`config.mk`:
```
export PLATFORM = sky130hd
export DESIGN_NAME = step_gen
export DESIGN_NICKNAME = d
export VERILOG_FILES = /design/src/rtl/step_gen_pkg.sv /design/src/rtl/step_gen_debouncer.sv /design/src/rtl/step_gen.sv
export SDC_FILE = /design/constraint.sdc
export NUM_CORES = 1
export LEC_CHECK = 0
export ABC_AREA = 1
export BUFFER_PORTS_ARGS = -buffer_cell sky130_fd_sc_hd__buf_4
export CORE_MARGIN = 3
export CORE_UTILIZATION = 60
export DETAILED_ROUTE_END_ITERATION = 10
export PLACE_DENSITY = 0.88
export SETUP_SLACK_MARGIN = 0.2
export SLEW_MARGIN = 5
export SYNTH_ARGS = -nofsm -noshare
export SYNTH_HDL_FRONTEND = slang
export SYNTH_SLANG_ARGS = --single-unit
export TNS_END_PERCENT = 10
```
`constraint.sdc`:
```
create_clock -name clk -period 3.01 [get_ports clk]
set_clock_uncertainty 0.05 [all_clocks]
set_input_delay 0.602 -clock clk [delete_from_list [all_inputs] [get_ports clk]]
set_output_delay 0.602 -clock clk [all_outputs]
set_load 0.005 [all_outputs]
```
`src/rtl/step_gen_pkg.sv`:
```
// rtl/step_gen_pkg.sv - shared debounce state encoding for step_gen
package step_gen_pkg;

    typedef enum logic [1:0] {
        IDLE   = 2'd0,
        CHK_HI = 2'd1,
        HIGH   = 2'd2,
        CHK_LO = 2'd3
    } db_state_t;

endpackage

```
`src/rtl/step_gen_debouncer.sv`:
```
// rtl/step_gen_debouncer.sv - two-flop synchronizer and debounce FSM with press strobe
module debouncer
    import step_gen_pkg::*;
#(
    parameter int DEBOUNCE_CYCLES = 1_000_000
) (
    input  logic clk,
    input  logic rst,
    input  logic btn,
    output logic level,
    output logic press
);

    localparam int CW = $clog2(DEBOUNCE_CYCLES);
    localparam logic [CW-1:0] CNT_MAX = CW'(DEBOUNCE_CYCLES - 1);

    logic          s1;
    logic          s2;
    db_state_t     state;
    logic [CW-1:0] cnt;

    always_ff @(posedge clk or negedge rst) begin
        if (!rst) begin
            s1 <= 1'b0;
            s2 <= 1'b0;
        end else begin
            s1 <= btn;
            s2 <= s1;
        end
    end

    always_ff @(posedge clk or negedge rst) begin
        if (!rst) begin
            state <= IDLE;
            cnt   <= '0;
            level <= 1'b0;
        end else begin
            case (state)
                IDLE: begin
                    if (s2) begin
                        state <= CHK_HI;
                        cnt   <= '0;
                    end
                end
                CHK_HI: begin
                    if (!s2) begin
                        state <= IDLE;
                        cnt   <= '0;
                    end else if (cnt == CNT_MAX) begin
                        state <= HIGH;
                        cnt   <= '0;
                        level <= 1'b1;
                    end else begin
                        cnt <= cnt + 1'b1;
                    end
                end
                HIGH: begin
                    if (!s2) begin
                        state <= CHK_LO;
                        cnt   <= '0;
                    end
                end
                CHK_LO: begin
                    if (s2) begin
                        state <= HIGH;
                        cnt   <= '0;
                    end else if (cnt == CNT_MAX) begin
                        state <= IDLE;
                        cnt   <= '0;
                        level <= 1'b0;
                    end else begin
                        cnt <= cnt + 1'b1;
                    end
                end
                default: begin
                    state <= IDLE;
                    cnt   <= '0;
                    level <= 1'b0;
                end
            endcase
        end
    end

    // Strobe is decoded from registers only, so it lines up with the CHK_HI->HIGH edge.
    assign press = (state == CHK_HI) && s2 && (cnt == CNT_MAX);

endmodule

```
`src/rtl/step_gen.sv`:
```
// rtl/step_gen.sv - step pulse generator: debounced manual press or auto prescaler tick
module step_gen
    import step_gen_pkg::*;
#(
    parameter int DEBOUNCE_CYCLES = 1_000_000,
    parameter int TICK_DIV        = 100_000_000
) (
    input  logic clk,
    input  logic rst,
    input  logic btn,
    input  logic mode,
    output logic step,
    output logic btn_level
);

    localparam int PW = $clog2(TICK_DIV);
    localparam logic [PW-1:0] PRE_MAX = PW'(TICK_DIV - 1);

    logic          press;
    logic          tick;
    logic [PW-1:0] presc;

    debouncer #(
        .DEBOUNCE_CYCLES(DEBOUNCE_CYCLES)
    ) u_debouncer (
        .clk  (clk),
        .rst  (rst),
        .btn  (btn),
        .level(btn_level),
        .press(press)
    );

    assign tick = (presc == PRE_MAX);

    // Prescaler parks at zero in manual mode so every auto entry gets a full period.
    always_ff @(posedge clk or negedge rst) begin
        if (!rst) begin
            presc <= '0;
            step  <= 1'b0;
        end else begin
            if (!mode || tick) begin
                presc <= '0;
            end else begin
                presc <= presc + 1'b1;
            end
            step <= mode ? tick : press;
        end
    end

endmodule
```
==> summary.md <==
| Metric | Value |
|---|---|
| Outcome | finished clean |
| Startpoint Class | flip-flop |
| Arr. time, crit path | 2060 ps |
| Post-synth top cells | 141 x nand2_1, 57 x nor2_1, 53 x dfrtp_1 |
| RSZ-0062 raised after global routing | no |
| Area Overhead vs Synth | 5.074% |
| Most area-hungry cell type in the Yosys netlist | dfrtp_1 |
| Flop-to-flop setup slack | about 1100 ps |
| Slowest cell on the critical path | dfrtp_1 |
| Most frequent cell after synthesis | nand2_1 |
| Largest net degree at the start of global routing | 54 |
| Reg2Reg Capture Point | presc[22] |
| Worst path most repeated cell | nand2_4 |
| VDD IR max | ~0.4 mV |
| Sequential area share after synthesis | 41.37% |
| Synth Warn # | 0 |
| Pwr dens | 416.4 nW/um^2 |
| Max Fclk | between 500 and 600 MHz |
| Global-route usage over all layers | about 24% |
| Leakage | 1.448 nW |
| Wire per inst | 13.65 um |
| Gr ovfl total | 0 |
| I/O Buffers | 5 |
| Pre-antenna DRT Iters | 6 |
| Clk buf depth | 2 |
| Placed insts | 509 |
| Critical Path RT | 3140 ps |
| FF+latch count, synth | 53 |
| Finished Layout Cells | 517 |
| CTS Hold Bufs | 0 |
| # resized after CTS | 0 |
| Worst Tran Pin Value | 661.2 ps |
| Tcrit/Tclk final | 64.06% |
| Hold Slack | around 280 ps |
| Fin. Hold Viols | 0 |
| Ant. Diodes | 0 |
| FF-to-FF Start | presc[0] |
| CTS Sinks | 53 |
| Cell row count | 25 |
| Hold WC Path Type | in2async |
| Postcts setup bufs | 0 |
| Vias in the first global route | 2,443 |
| Net Count, Synth | approximately 450 |
| Final WL | 7055 um |
| Max stage delay on crit path | 510 ps |
| Share of cells above drive strength 1 | 10.22% |
| Die Footprint | 6256 um^2 |
| Post-synthesis cell area | 3206 um^2 |
| CP delay by family, top | simple AND/OR/NAND/NOR gates |
| Reg clk slew, reported paths | 100 ps |
| Syn Area/Cell | 7.252 um^2 |
| Synthesized instance count | 442 |
| Critical Path Stages | 8 |
| Slew margin rel. | between 50% and 60% |
| Post-synth EDFFs | 0 |
| Synth cell types | 32 |
| Synth top area cells | dfrtp_1 41%, nand2_1 17%, nor2_1 6.7% |
| Die width | a little under 80 um |
| Critical path buffers and inverters | 1 |
| Global-route wire length before repair | around 12,000 um |
| DR iter-0 viols | 352 |
| Routability cong. | about 0.99 |
| Synth top area share | 41.37% |
| CP Capture Type | flip-flop |
| Worst Path Max Fanout | 27 |
| Die H | 79.10 um |
| Post-synth top flop | dfrtp_1 |
| Max Slew Vio Count | 0 |
| Nets | 455 |
| DRC violations left | 0 |
| Post-DRT Antenna Nets | 0 |
| Initial antenna violation count | 0 |
| Clk_lat worst skew | 300 ps |
| Maxcap violations | 0 |
| Post-DP HPWL | 5100 um |
| Starting Density | 64.86% |
| Boundary Pins | 6 |
| CTS tree | done |
| Vias | 2,856 |
| Vias per cell | 5.524 |
| CTS root buffer | clkbuf_8 |
| Min Tclk post-route | between 1500 and 2000 ps |
| Cts bufs inserted | 5 |
| Finish-stage setup viols | 0 |
| Reg2reg path depth | 8 |
| Core Area | 4942 um^2 |
| H-tree depth | 2 |
| Sequence of cells on the critical path | ha_1, nand3_4, clkinv_2, nand2_4, nor2_2, nand2_2, nand2_4, nor2_1 |
| Setup TNS Final | 0 ps |
| Async set-reset flop share out of synthesis | 100.0% |
| Critical path class | reg2reg |
power by group:
part / switching, mW / internal, mW
Clock: 0.224 / 0.162
Combinational: 0.179 / 0.0566
Sequential: 0.0396 / 0.741
Total: 0.443 / 0.960
cells in the final DEF, fill, tap and decap left out, types with 2 or more instances in the layout:
cell type  instances
nand2_2            3
o21ai_1            3
a21oi_1            5
nand2_4            2
ha_1               2
o21ai_0            8
nor2_1            57
nor3_1            14
nand3b_1           2
nor2_2            19
inv_1             46
dfrtp_1           53
o22ai_1            5
nand3_1           37
xor2_1            12
xnor2_1            8
clkinv_2           3
nand4_1            8
nor2_4             2
buf_4              5
clkbuf_8           5
nand2_1          141
nor3_2             2
sequential cells by signal, indices dropped and copies added (netlist names), named ones only:
name,cells
u_debouncer.level,1
u_debouncer.state,1
step,1
presc,27
u_debouncer.s2,1
u_debouncer.s1,1
u_debouncer.cnt,20
final cells by class:
cell class	instances	area, um^2
Clock buffer	6	72.57
Clock inverter	2	10.01
Fill cell	407	1574
Inverter	48	181.4
Tap cell	67	83.83
Sequential cell	53	1326
Timing Repair Buffer	5	37.54
Multi-Input combinational cell	336	1657
per-layer routing:
layer / share of wire, % / wire, um / GRT usage, % / vias up
met5: 0 / 0 / 0 / -
met4: 0.68 / 48 / 5.498 / 0
met3: 9.2 / 648 / 4.875 / 8
met2: 42 / 2987 / 33.75 / 143
met1: 48 / 3372 / 38.47 / 1300
li1: - / - / - / 1405
through the flow:
| step | power [mW] | utilization, % | cell area [um^2] | setup WS (ps) |
|---|---|---|---|---|
| after floorplan | 0.9555 | - | 3206 | 1417 |
| after global placement | 1.011 | 66.48 | 3286 | 1231 |
| after detailed placement | 1.022 | 66.48 | 3286 | 1125 |
| after CTS | 1.406 | 68.15 | 3368 | 1093 |
| after global routing | 1.469 | 68.15 | 3368 | 944.6 |
| final | 1.403 | 68.15 | 3368 | 1082 |
how the worst max path moves through the flow:
stage          startpoint  slack [ps]   endpoint
4_1_cts          presc[0]        1090  presc[17]
5_1_grt          presc[0]         940  presc[22]
2_1_floorplan    presc[0]        1420   presc[0]
3_5_place_dp     presc[0]        1120   presc[9]
3_3_place_gp     presc[0]        1230  presc[13]
6_report         presc[0]        1080  presc[22]
kinds of logic (layout without fill, tap and decap cells):
logic type | Yosys count | in the layout | synth area share, %
AND/OR/NAND/NOR | 291 | 291 | 41.41
flip-flops | 53 | 53 | 41.37
buffers and inverters | 53 | 61 | 6.947
AO/OA/AOI/OAI | 22 | 22 | 3.708
XOR/XNOR | 20 | 20 | 5.465
adder cells (fa/ha/maj) | 2 | 2 | 0.7805
multiplexers | 1 | 1 | 0.3123
Note: power is estimated with default switching activity, not from simulation.
